===== src/rtl/collect_2x1_simple_seq_pkg.sv =====
// collect_2x1_simple_seq_pkg: command encodings and FSM states shared by the 2x1 collector
package collect_2x1_simple_seq_pkg;
    localparam logic [1:0] CMD_NA   = 2'b00;
    localparam logic [1:0] CMD_LOW  = 2'b01;
    localparam logic [1:0] CMD_HIGH = 2'b10;
    localparam logic [1:0] CMD_BOTH = 2'b11;
    typedef enum logic {ST_IDLE = 1'b0, ST_HOLD_HIGH = 1'b1} state_t;
endpackage


===== src/rtl/collect_2x1_simple_seq_if.sv =====
// collect_2x1_simple_seq_if: two upstream branches plus one downstream valid/ready bus
interface collect_2x1_simple_seq_if #(
    parameter int DATA_WIDTH = 32,
    parameter int COMMMAND_WIDTH = 2
);
    logic [1:0]                i_valid;
    logic [2*DATA_WIDTH-1:0]   i_data_bus;
    logic [1:0]                o_ready;
    logic                      o_valid;
    logic [DATA_WIDTH-1:0]     o_data_bus;
    logic                      i_ready;
    logic                      i_en;
    logic [COMMMAND_WIDTH-1:0] i_cmd;
    modport slave (
        input  i_valid, i_data_bus, i_ready, i_en, i_cmd,
        output o_ready, o_valid, o_data_bus
    );
    modport master (
        output i_valid, i_data_bus, i_ready, i_en, i_cmd,
        input  o_ready, o_valid, o_data_bus
    );
endinterface


===== src/rtl/collect_2x1_simple_seq_out_reg.sv =====
// collect_out_reg: one-entry valid/data output register with load/drain and slot_free
module collect_out_reg #(
    parameter int DATA_WIDTH = 32
) (
    input  logic                  clk,
    input  logic                  rst_n,
    input  logic                  load,
    input  logic [DATA_WIDTH-1:0] load_data,
    input  logic                  ready,
    output logic                  valid,
    output logic [DATA_WIDTH-1:0] data,
    output logic                  slot_free
);
    assign slot_free = ~valid | ready;
    always_ff @(posedge clk) begin
        if (!rst_n) begin
            valid <= 1'b0;
            data  <= '0;
        end else begin
            if (load) data <= load_data;
            valid <= load | (valid & ~ready);
        end
    end
endmodule


===== src/rtl/collect_2x1_simple_seq.sv =====
// collect_2x1_simple_seq: 2-to-1 valid/ready collector; COLLECT_2X1_REDUCE_EN sums a cmd-11 pair into one beat
module collect_2x1_simple_seq
    import collect_2x1_simple_seq_pkg::*;
#(
    parameter int DATA_WIDTH = 32
) (
    input logic clk,
    input logic rst_n,
    collect_2x1_simple_seq_if.slave bus
);
    logic [DATA_WIDTH-1:0] low, high, pair_data, load_data, out_data;
    logic [1:0] rdy;
    logic load, pair, out_load, slot_free;
    assign low  = bus.i_data_bus[DATA_WIDTH-1:0];
    assign high = bus.i_data_bus[2*DATA_WIDTH-1:DATA_WIDTH];
`ifdef COLLECT_2X1_REDUCE_EN
    assign pair_data = low + high;
`else
    assign pair_data = low;
`endif
    // IDLE acceptance decode; the serial build overrides it while a high beat is held
    always_comb begin
        rdy       = 2'b00;
        load      = 1'b0;
        load_data = low;
        pair      = 1'b0;
        if (rst_n && bus.i_en && slot_free) begin
            if (bus.i_cmd == CMD_LOW) begin
                rdy  = 2'b01;
                load = bus.i_valid[0];
            end else if (bus.i_cmd == CMD_HIGH) begin
                rdy       = 2'b10;
                load      = bus.i_valid[1];
                load_data = high;
            end else if (bus.i_cmd == CMD_BOTH) begin
                rdy       = bus.i_valid;
                load      = |bus.i_valid;
                pair      = &bus.i_valid;
                load_data = pair ? pair_data : (bus.i_valid[1] ? high : low);
            end
        end
    end
`ifdef COLLECT_2X1_REDUCE_EN
    assign bus.o_ready = rdy;
    assign out_load    = load;
    assign out_data    = load_data;
`else
    state_t state, state_nx;
    logic [DATA_WIDTH-1:0] hold;
    always_ff @(posedge clk) begin
        if (!rst_n) begin
            state <= ST_IDLE;
            hold  <= '0;
        end else begin
            state <= state_nx;
            if (state == ST_IDLE && pair) hold <= high;
        end
    end
    always_comb begin
        state_nx    = state;
        bus.o_ready = rdy;
        out_load    = load;
        out_data    = load_data;
        if (state == ST_HOLD_HIGH) begin
            bus.o_ready = 2'b00;
            out_load    = slot_free;
            out_data    = hold;
            state_nx    = slot_free ? ST_IDLE : ST_HOLD_HIGH;
        end else if (pair) begin
            state_nx = ST_HOLD_HIGH;
        end
    end
`endif
    collect_out_reg #(.DATA_WIDTH(DATA_WIDTH)) u_out (
        .clk      (clk),
        .rst_n    (rst_n),
        .load     (out_load),
        .load_data(out_data),
        .ready    (bus.i_ready),
        .valid    (bus.o_valid),
        .data     (bus.o_data_bus),
        .slot_free(slot_free)
    );
endmodule


===== src/flat_wrapper.sv =====
// flat-port wrapper written by rule: the top's interface ports become plain ports
module collect_2x1_simple_seq_flat import collect_2x1_simple_seq_pkg::*;
#(
    parameter int DATA_WIDTH = 32
)
  (clk, rst_n, bus_i_valid, bus_i_data_bus, bus_i_ready, bus_i_en, bus_i_cmd, bus_o_ready, bus_o_valid, bus_o_data_bus);
  collect_2x1_simple_seq_if #(.DATA_WIDTH(DATA_WIDTH)) bus_i ();
  input logic clk;
  input logic rst_n;
  input wire logic [$bits(bus_i.i_valid)-1:0] bus_i_valid;
  input wire logic [$bits(bus_i.i_data_bus)-1:0] bus_i_data_bus;
  input wire logic [$bits(bus_i.i_ready)-1:0] bus_i_ready;
  input wire logic [$bits(bus_i.i_en)-1:0] bus_i_en;
  input wire logic [$bits(bus_i.i_cmd)-1:0] bus_i_cmd;
  output wire logic [$bits(bus_i.o_ready)-1:0] bus_o_ready;
  output wire logic [$bits(bus_i.o_valid)-1:0] bus_o_valid;
  output wire logic [$bits(bus_i.o_data_bus)-1:0] bus_o_data_bus;
  assign bus_i.i_valid = bus_i_valid;
  assign bus_i.i_data_bus = bus_i_data_bus;
  assign bus_i.i_ready = bus_i_ready;
  assign bus_i.i_en = bus_i_en;
  assign bus_i.i_cmd = bus_i_cmd;
  assign bus_o_ready = bus_i.o_ready;
  assign bus_o_valid = bus_i.o_valid;
  assign bus_o_data_bus = bus_i.o_data_bus;
  collect_2x1_simple_seq #(.DATA_WIDTH(DATA_WIDTH)) u_core (.clk(clk), .rst_n(rst_n), .bus(bus_i));
endmodule

===== config.mk =====
export PLATFORM = sky130hd
export DESIGN_NAME = collect_2x1_simple_seq_flat
export DESIGN_NICKNAME = d
export VERILOG_FILES = /design/src/rtl/collect_2x1_simple_seq_pkg.sv /design/src/rtl/collect_2x1_simple_seq_if.sv /design/src/rtl/collect_2x1_simple_seq_out_reg.sv /design/src/rtl/collect_2x1_simple_seq.sv /design/src/flat_wrapper.sv
export SDC_FILE = /design/constraint.sdc
export NUM_CORES = 1
export LEC_CHECK = 0
export BUFFER_PORTS_ARGS = -buffer_cell sky130_fd_sc_hd__buf_2
export CELL_PAD_IN_SITES_DETAIL_PLACEMENT = 1
export CELL_PAD_IN_SITES_GLOBAL_PLACEMENT = 1
export CORE_AREA = 4 4 102 104
export CTS_BUF_LIST = sky130_fd_sc_hd__clkbuf_8 sky130_fd_sc_hd__clkbuf_16
export DETAILED_ROUTE_END_ITERATION = 10
export DIE_AREA = 0 0 106 108
export HOLD_SLACK_MARGIN = 0.05
export PLACE_DENSITY_LB_ADDON = 0.1
export SYNTH_ARGS = -nofsm -noshare
export SYNTH_HDL_FRONTEND = slang
export SYNTH_HIERARCHICAL = 1
export SYNTH_SLANG_ARGS = --single-unit

===== constraint.sdc =====
create_clock -name clk -period 2.8 [get_ports clk]
set_input_delay 0 -clock clk [delete_from_list [all_inputs] [get_ports clk]]
set_output_delay 0 -clock clk [all_outputs]
set_load 0.02 [all_outputs]

==> results.sh, run 1 <==
export IMPL_status="finished clean"
export IMPL_slew_viol_final=0
export IMPL_cts_repair_resized=0
export IMPL_syn_nets=494
export IMPL_clk_path_buf_depth=2
export IMPL_clkPwrFrac_pct=40.5
export IMPL_synth_area_mux_share_pct=8.24
export IMPL_cts_tree="done"
export IMPL_power_switching_mw=0.606
export IMPL_drc=0
export IMPL_placed_area_sq_um=4370
export IMPL_worstSetupPathType="register to register"
export IMPL_wl_met3_um=480
export IMPL_arrival_ns=2.26
export IMPL_place_gp_congestion=0.753
export IMPL_layout_cells_non_filler=670
export IMPL_ios=107
export IMPL_ir_drop_v=0.000223
export IMPL_power_density_nw_per_um2=453
export IMPL_die_area_sq_um=11400
export IMPL_postRouteAntennaNets=0
export IMPL_post_place_cells=622
export IMPL_nets=604
export IMPL_worst_slack_ns=0.740
export IMPL_multiInputGateArea_sq_um=2130
export IMPL_yosysTopAreaCell="dfxtp_1"
export IMPL_die_w_um=106
export IMPL_wl_per_cell_um=17.0
export IMPL_setup_viol=0
export IMPL_synth_area_top_cells="dfxtp_1, o311ai_2, mux2i_1, o2111ai_1, o21ai_2"
export IMPL_syn_to_final_growth_pct=26.4
export IMPL_grt_max_degree=52
export IMPL_cts_sink_count=66
export IMPL_firstDrtPassIters=4
export IMPL_ys_warnings_count=6
export IMPL_vias=3536
export IMPL_fill_cells=1188
export IMPL_p_int_mw=1.62
export IMPL_viasPerCell=5.28
export IMPL_netlist_area_sq_um=3880
export IMPL_num_antenna_cells=0
export IMPL_worstPathRequired_ns=3.00
export IMPL_clkTransAtPathRegs_ns=0.08
export IMPL_final_hold_violation_count=0
export IMPL_antenna_found_initial=1
export IMPL_drt_first_iter_violations=111
export IMPL_yosys_area_top_type_share_pct=34.0
export IMPL_ys_top_cells_by_count="dfxtp_1, nand2_1, inv_1"
export IMPL_fmax_mhz=485
export IMPL_tightest_slew_ns=0.640
export IMPL_initial_core_util_pct=40.7
export IMPL_syn_inst=422
export IMPL_portBuffers=106
export IMPL_power_leakage_nw=1.95
export IMPL_gr_usage_all_layers_pct=20.6
export IMPL_crit_path_max_fanout=35
export IMPL_wl_met1_um=5100
export IMPL_combPwrFrac_pct=15.8
export IMPL_finalSetupTns_ns=0
export IMPL_drive_gt1_share_pct=37.1
export IMPL_grt_pass1_wl_um=19100
export IMPL_final_cell_area_sq_um=4910
export IMPL_seqCellArea_sq_um=1330
export IMPL_htree_levels=3
export IMPL_cp_start_kind="register"
export IMPL_period_needed_ns=2.06
export IMPL_ys_seq_elements=66
export IMPL_design_core_area_sq_um=9550
export IMPL_place_ws_ns=0.744
export IMPL_fp_dieH_um=108
export IMPL_maxCapViolations=0
export IMPL_avgSynthCellArea_sq_um=9.21
export IMPL_yosysSeqAreaShare_pct=34.0
export IMPL_swShare_pct=27.3
export IMPL_synth_compound_area_share_pct=28.8
export IMPL_synth_main_ff_cell="dfxtp_1"
export IMPL_synth_top_family_by_area="compound AO/OA/AOI/OAI gates"
export IMPL_dp_hpwl_um=7200
export IMPL_ys_async_sr_fraction_pct=0
export IMPL_synthAdderAreaFrac_pct=0
export IMPL_num_rows=36
export IMPL_period_share_pct=73.6
export IMPL_yosys_area_share_simple_pct=17.6
export IMPL_endpoint_kind="register"
export IMPL_hold_class="primary input to register"
export IMPL_pwr_share_seq_pct=43.7
export IMPL_power_mw=2.22
export IMPL_ys_types=33
export IMPL_highest_layer="met5"
export IMPL_synth_edff_count=0
export IMPL_met2_length_um=5620
export IMPL_grt_pass1_vias=3749
export IMPL_grt_setup_unrepaired="false"
export IMPL_fin_worst_skew_ns=0.0157
export IMPL_grt_overflow=0
export IMPL_clkLatencyLatePin_ns=0.34
export IMPL_drt_total_wl_um=11400
export IMPL_numCtsBuffers=9
export IMPL_clock_root_buffer="clkbuf_8"
export IMPL_synth_xor_area_share_pct=0
export IMPL_slew_limit_headroom_pct=57.3
## timing repair
| item | CTS | global route |
|---|---|---|
| hold buffers | 32 | 0 |
| buffers inserted | 0 | 0 |
| hold endpoints to repair | 32 | 0 |
## final cells by class
class,instances,share of cell area (%)
Clock inverter,5,1.22
Inverter,36,2.75
Sequential cell,66,27.0
Clock buffer,11,3.31
Tap cell,133,3.39
Timing Repair Buffer,147,19.0
Multi-Input combinational cell,272,43.4
## state kept, by name, indices dropped and copies added (netlist names)
signal / cells
u_core/u_out/valid: 1
u_core/u_out/data: 32
u_core/hold: 32
u_core/state: 1
## cells in the final DEF (no fill, tap or decap), drive strengths merged
| master | count |
|---|---|
| nor2b | 33 |
| nor2 | 1 |
| and4b | 1 |
| clkbuf | 11 |
| o2111ai | 32 |
| o21ai | 33 |
| a21boi | 1 |
| nand2b | 1 |
| o311ai | 32 |
| o21a | 2 |
| a21oi | 1 |
| o211a | 1 |
| nand2 | 66 |
| a22o | 1 |
| buf | 115 |
| dfxtp | 66 |
| bufinv | 1 |
| nand3 | 16 |
| clkinv | 3 |
| nand4 | 16 |
| clkinvlp | 1 |
| mux2i | 32 |
| dlygate4sd3 | 32 |
| and4 | 2 |
| and2 | 1 |
| inv | 36 |
## worst max-delay path: stages, from the launching register on
cell and delay [ns]:
dfxtp_4 0.46, and4b_1 0.31, buf_4 0.37, and2_4 0.61, o21ai_1 0.14
## power groups by stage
stage / clock [mW] / combinational [mW] / sequential, mW
after CTS: 0.918 / 0.354 / 0.972
after floorplan: 0 / 0.188 / 1.02
after detailed placement: 0 / 0.319 / 0.994
final: 0.900 / 0.351 / 0.972
after global routing: 0.969 / 0.383 / 0.975
after global placement: 0 / 0.314 / 0.993
## layer usage
metal	GRT usage [%]	vias to the layer above
met5	0	-
met4	6.11	2
met3	2.99	17
met2	35.9	86
met1	26.5	1685
li1	-	1746
## final timing paths
| kind | startpoint | to | slack (ns) | depth (start not counted) |
|---|---|---|---|---|
| worst min register to register | u_core/hold[29] | u_core/hold[29] | 0.46 | 2 |
| worst min-delay path | bus_i_ready | u_core/u_out/valid | 0.08 | 3 |
| worst max-delay path | u_core/state | u_core/hold[30] | 0.74 | 4 |
| worst max register to register | u_core/state | u_core/hold[30] | 0.74 | 4 |
## per-stage QoR
stage | util [%] | hold WS, ns
after floorplan | - | 0.124
after global placement | 45.7 | 0.254
after detailed placement | 45.7 | 0.257
after CTS | 51.4 | 0.0747
after global routing | 51.4 | 0.143
final | 51.4 | 0.0772
## kinds of logic (layout without fill, tap and decap cells)
logic type             after synthesis  in the layout
muxes                               32             32
and+or+nand+nor                    137            137
AOI/OAI and AO/OA                  103            103
DFF                                 66             66
buffers and inverters               84            199
(Power assumes the default switching activity.)
==> run 2, diff against run 1 <==
--- a/config.mk
+++ b/config.mk
@@ -8,10 +8,10 @@
 export BUFFER_PORTS_ARGS = -buffer_cell sky130_fd_sc_hd__buf_2
 export CELL_PAD_IN_SITES_DETAIL_PLACEMENT = 1
 export CELL_PAD_IN_SITES_GLOBAL_PLACEMENT = 1
-export CORE_AREA = 4 4 102 104
+export CORE_AREA = 4 4 109 111
 export CTS_BUF_LIST = sky130_fd_sc_hd__clkbuf_8 sky130_fd_sc_hd__clkbuf_16
 export DETAILED_ROUTE_END_ITERATION = 10
-export DIE_AREA = 0 0 106 108
+export DIE_AREA = 0 0 113 115
 export HOLD_SLACK_MARGIN = 0.05
 export PLACE_DENSITY_LB_ADDON = 0.1
 export SYNTH_ARGS = -nofsm -noshare
==> constraint.sdc (replaced) <==
create_clock -name clk -period 1.7 [get_ports clk]
set_input_delay 0 -clock clk [delete_from_list [all_inputs] [get_ports clk]]
set_output_delay 0 -clock clk [all_outputs]
set_load 0.02 [all_outputs]
==> results.sh, run 2 (synthesis gave the netlist of run 1 again) <==
export IMPL_worstSetupPathType="primary input to primary output"
export IMPL_finalSetupTns_ns=0
export IMPL_portBuffers=106
export IMPL_grt_overflow=0
export IMPL_fin_worst_skew_ns=0.0102
export IMPL_antenna_found_initial=0
export IMPL_busiest_layer="met2"
export IMPL_crit_path_cell_trace="dlygate4sd3_1, buf_2, nand2b_4, and4b_2, buf_6, buf_12, nand2_1, a21oi_1, buf_4"
export IMPL_reg2reg_depth=7
export IMPL_cts_sink_count=66
export IMPL_status="finished clean"
export IMPL_r2r_start="u_core/u_out/valid"
export IMPL_grt_pass1_wl_um=20100
export IMPL_place_gp_congestion=0.784
export IMPL_drt_first_iter_violations=125
export IMPL_fp_dieH_um=115
export IMPL_slew_limit_headroom_pct=43.8
export IMPL_hold_class="primary input to register"
export IMPL_period_share_pct=93.3
export IMPL_arrival_ns=1.59
export IMPL_use_met2_pct=33.6
export IMPL_grt_max_degree=61
export IMPL_fmax_mhz=630
export IMPL_nets=624
export IMPL_postRouteAntennaNets=0
export IMPL_ios=107
export IMPL_viasPerCell=5.19
export IMPL_worst_slack_ns=0.113
export IMPL_slew_viol_final=0
export IMPL_holdPathEnd="u_core/u_out/data[8]"
export IMPL_drc=0
export IMPL_hold_start="bus_i_data_bus[8]"
export IMPL_maxCapViolations=0
export IMPL_die_area_sq_um=13000
export IMPL_clkLatencyLatePin_ns=0.34
export IMPL_hold_depth=5
export IMPL_max_stage_delay_ns=0.52
export IMPL_cp_start_kind="primary input"
export IMPL_grtUsageMet1_pct=24.3
export IMPL_top_regs="u_core/hold x32, u_core/u_out/data x32"
export IMPL_htree_levels=3
export IMPL_final_cell_mix="buf_2, nand2_1, dfxtp_1"
export IMPL_num_rows=38
export IMPL_rr_endpoint="u_core/hold[15]"
export IMPL_crit_path_max_fanout=5
export IMPL_fill_cells=1245
export IMPL_numCtsBuffers=9
export IMPL_power_leakage_nw=2.11
export IMPL_cts_tree="done"
export IMPL_final_cell_area_sq_um=5230
export IMPL_wl_per_cell_um=17.2
export IMPL_vias=3616
export IMPL_met3_usage_pct=2.58
export IMPL_drt_total_wl_um=12000
export IMPL_seqCellArea_sq_um=1330
export IMPL_utilization_pct=48.4
export IMPL_endpoint_kind="primary output"
export IMPL_initial_core_util_pct=36.0
export IMPL_layout_commonest_cell="buf_2"
export IMPL_setup_viol=0
export IMPL_placed_area_sq_um=4560
export IMPL_ir_drop_v=0.000430
export IMPL_clkTransAtPathRegs_ns=0.08
export IMPL_r2r_slack_ns=0.16
export IMPL_syn_to_final_growth_pct=34.5
export IMPL_design_core_area_sq_um=10800
export IMPL_tightest_slew_ns=0.842
export IMPL_cpMaxStageDelayCell="dlygate4sd3_1"
export IMPL_grt_setup_unrepaired="false"
export IMPL_die_w_um=113
export IMPL_multiInputGateArea_sq_um=2140
export IMPL_grt_pass1_vias=3919
export IMPL_post_place_cells=644
export IMPL_power_density_nw_per_um2=784
export IMPL_firstDrtPassIters=4
export IMPL_period_needed_ns=1.59
export IMPL_dp_hpwl_um=8100
export IMPL_clock_root_buffer="clkbuf_8"
export IMPL_worstPathRequired_ns=1.70
export IMPL_clk_path_buf_depth=2
export IMPL_place_ws_ns=-0.0143
export IMPL_gr_usage_all_layers_pct=19.2
export IMPL_layout_cells_non_filler=697
export IMPL_num_antenna_cells=0
export IMPL_drive_gt1_share_pct=39.7
export IMPL_final_hold_violation_count=0
## run 2: cell types whose count changed in the layout (fill, tap and decap cells not counted), moves of 2 or more
| cell | previous run | this run |
|---|---|---|
| buf_12 | 1 | 7 |
| clkbuf_8 | 10 | 12 |
| clkinv_4 | 2 | 0 |
| buf_4 | 8 | 21 |
| bufinv_16 | 1 | 4 |
## run 2: stage by stage
step           power [mW]  hold WS (ns)
3_3_place_gp         2.18         0.253
3_5_place_dp         2.19         0.250
4_1_cts              4.15         0.104
2_1_floorplan        1.98         0.124
5_1_grt              4.29         0.137
6_report             4.10         0.123
## run 2: cell type report
cell class                 count  share of cell area [%]
timing repair buffer         167                    22.3
inverter                      36                    2.59
clock buffer                  12                    3.16
clock inverter                 4                    2.30
sequential                    66                    25.4
multi-input combinational    272                    40.9
tap                          140                    3.35
## run 2: routing by layer
layer	part of all wire, %	vias to the layer above
met5	0	-
met4	1.1	0
met3	3.7	11
met2	50	80
met1	45	1745
li1	-	1780
## run 2: timing repair
item | in CTS | in global routing
hold endpoints to repair | 33 | 0
resized for setup | 5 | 0
buffers inserted | 2 | 2
hold buffers | 33 | 0
setup endpoints to repair | 2 | 1
## run 2: worst max-delay path, delay by kind of cell
kind | cells | cell delay [ns]
compound gates | 1 | 0.12
simple gates | 3 | 0.45
buf+inv | 5 | 1.01
## run 2: worst max-delay path by stage
stage	startpoint	end	slack, ns	cells past startpoint
after CTS	u_core/u_out/valid	bus_o_ready[0]	0.05	7
after global placement	bus_i_valid[1]	u_core/u_out/data[25]	0.05	7
after global routing	u_core/u_out/valid	bus_o_ready[0]	0.04	7
after floorplan	u_core/u_out/valid	u_core/u_out/data[10]	0.0007	9
final	bus_i_ready	bus_o_ready[0]	0.11	9
after detailed placement	bus_i_valid[1]	u_core/u_out/data[6]	-0.01	7
## run 2: report_power, final
| part | leakage (nW) | switching (mW) | internal (mW) |
|---|---|---|---|
| clock network | 0.143 | 0.632 | 1.24 |
| registers | 0.535 | 0.0195 | 1.58 |
| logic | 1.43 | 0.317 | 0.304 |
| total | 2.11 | 0.968 | 3.13 |
==> run 3, diff against run 2 <==
--- a/config.mk
+++ b/config.mk
@@ -6,14 +6,12 @@
 export NUM_CORES = 1
 export LEC_CHECK = 0
 export BUFFER_PORTS_ARGS = -buffer_cell sky130_fd_sc_hd__buf_2
-export CELL_PAD_IN_SITES_DETAIL_PLACEMENT = 1
-export CELL_PAD_IN_SITES_GLOBAL_PLACEMENT = 1
-export CORE_AREA = 4 4 109 111
+export CORE_AREA = 4 4 95 97
 export CTS_BUF_LIST = sky130_fd_sc_hd__clkbuf_8 sky130_fd_sc_hd__clkbuf_16
 export DETAILED_ROUTE_END_ITERATION = 10
-export DIE_AREA = 0 0 113 115
+export DIE_AREA = 0 0 99 101
 export HOLD_SLACK_MARGIN = 0.05
-export PLACE_DENSITY_LB_ADDON = 0.1
+export PLACE_DENSITY = 0.76
 export SYNTH_ARGS = -nofsm -noshare
 export SYNTH_HDL_FRONTEND = slang
 export SYNTH_HIERARCHICAL = 1
==> results.sh, run 3 (synthesis gave the netlist of run 1 again) <==
export IMPL_status="finished clean"
export IMPL_clkLatencyLatePin_ns=0.33
export IMPL_viasPerCell=5.56
export IMPL_tightest_slew_ns=0.710
export IMPL_clkPwrFrac_pct=37.5
export IMPL_layout_cells_non_filler=657
export IMPL_nets=619
export IMPL_swShare_pct=25.8
export IMPL_seqCellArea_sq_um=1320
export IMPL_num_antenna_cells=0
export IMPL_final_hold_violation_count=0
export IMPL_slew_limit_headroom_pct=52.6
export IMPL_cts_sink_count=66
export IMPL_grt_overflow=0
export IMPL_combPwrFrac_pct=17.0
export IMPL_ir_drop_v=0.000353
export IMPL_fmax_mhz=631
export IMPL_power_mw=3.52
export IMPL_power_switching_mw=0.907
export IMPL_maxCapViolations=0
export IMPL_dp_hpwl_um=7120
export IMPL_postRouteAntennaNets=0
export IMPL_r2r_slack_ns=0.15
export IMPL_setup_viol=0
export IMPL_grt_setup_unrepaired="false"
export IMPL_clock_root_buffer="clkbuf_8"
export IMPL_max_stage_delay_ns=0.55
export IMPL_post_place_cells=605
export IMPL_cts_tree="done"
export IMPL_vias=3654
export IMPL_syn_to_final_growth_pct=29.7
export IMPL_htree_levels=3
export IMPL_grt_max_degree=78
export IMPL_crit_path_cell_trace="dlygate4sd3_1, buf_2, nand2b_4, and4_4, buf_4, o2111ai_1, o311ai_2, mux2i_1, nor2b_1"
export IMPL_pwr_share_seq_pct=45.6
export IMPL_antenna_found_initial=0
export IMPL_power_density_nw_per_um2=699
export IMPL_layout_commonest_cell="buf_2"
export IMPL_grt_pass1_vias=3599
export IMPL_worstPathRequired_ns=1.96
export IMPL_crit_path_max_fanout=22
export IMPL_die_w_um=99
export IMPL_clk_path_buf_depth=2
export IMPL_numCtsBuffers=9
export IMPL_cp_start_kind="primary input"
export IMPL_worstSetupPathType="primary input to register"
export IMPL_endpoint_kind="register"
export IMPL_grt_pass1_wl_um=17500
export IMPL_drc=0
export IMPL_drive_gt1_share_pct=38.6
export IMPL_top_regs="u_core/hold x32, u_core/u_out/data x32"
export IMPL_place_gp_congestion=0.772
export IMPL_portBuffers=106
export IMPL_fill_cells=693
export IMPL_ios=107
export IMPL_p_int_mw=2.61
export IMPL_design_core_area_sq_um=8130
export IMPL_firstDrtPassIters=4
export IMPL_multiInputGateArea_sq_um=2150
export IMPL_fp_dieH_um=101
export IMPL_hold_class="primary input to register"
export IMPL_num_rows=33
export IMPL_die_area_sq_um=10000
export IMPL_wl_per_cell_um=16.2
export IMPL_final_cell_mix="buf_2, nand2_1, dfxtp_1"
export IMPL_period_share_pct=93.2
export IMPL_arrival_ns=1.84
export IMPL_clkTransAtPathRegs_ns=0.07
export IMPL_fin_worst_skew_ns=0.00516
export IMPL_gr_usage_all_layers_pct=21.5
export IMPL_period_needed_ns=1.59
export IMPL_initial_core_util_pct=47.8
export IMPL_finalSetupTns_ns=0
export IMPL_drt_total_wl_um=10700
export IMPL_slew_viol_final=0
export IMPL_drt_first_iter_violations=236
export IMPL_power_leakage_nw=2.04
export IMPL_cpMaxStageDelayCell="dlygate4sd3_1"
run 3: worst paths after layout:
check                           cells after the start                     to               start
worst min-delay path                                5  u_core/u_out/data[27]  bus_i_data_bus[27]
worst max-delay path                                9  u_core/u_out/data[26]         bus_i_ready
worst min register to register                      2         u_core/hold[0]      u_core/hold[0]
worst max register to register                      7  u_core/u_out/data[26]  u_core/u_out/valid
run 3: critical path, delay by kind of cell:
| family | cells | cell delay, ns |
|---|---|---|
| compound gates | 2 | 0.28 |
| buf+inv | 3 | 0.94 |
| simple gates | 3 | 0.53 |
| mux | 1 | 0.11 |
run 3: power groups by stage:
stage               clock network [mW]  registers [mW]  logic (mW)
floorplan                            0            1.67       0.310
global placement                     0            1.64       0.520
detailed placement                   0            1.64       0.529
CTS                               1.36            1.60       0.591
global route                      1.42            1.61       0.644
finish                            1.32            1.60       0.598
run 3: through the flow:
stage	util (%)	area, sq um	hold slack, ns	worst slack (ns)
final	61.9	5040	0.135	0.115
after global routing	61.9	5040	0.146	0.0241
after CTS	61.4	4990	0.127	0.117
after detailed placement	54.7	4450	0.252	0.140
after global placement	54.7	4450	0.248	0.187
after floorplan	-	3890	0.124	0.000665
run 3: layout make-up:
class                           count  area share [%]
Inverter                           36            2.68
Tap cell                          105            2.61
Sequential cell                    66            26.3
Timing Repair Buffer              162            21.9
Clock buffer                       11            3.01
Multi-Input combinational cell    272            42.6
Clock inverter                      5           0.919
run 3: layer usage:
layer	wire [um]	share of wire, %	vias up	GRT usage (%)
li1	-	-	1775	-
met1	4510	42	1723	27.1
met2	5270	49	135	36.0
met3	603	5.7	21	3.25
met4	266	2.5	0	9.98
met5	0	0	-	0
run 3: timing repair:
item	in CTS	in global routing
resized for setup	0	3
setup endpoints to repair	0	4
buffers inserted	0	2
hold endpoints to repair	35	0
hold buffers	34	0
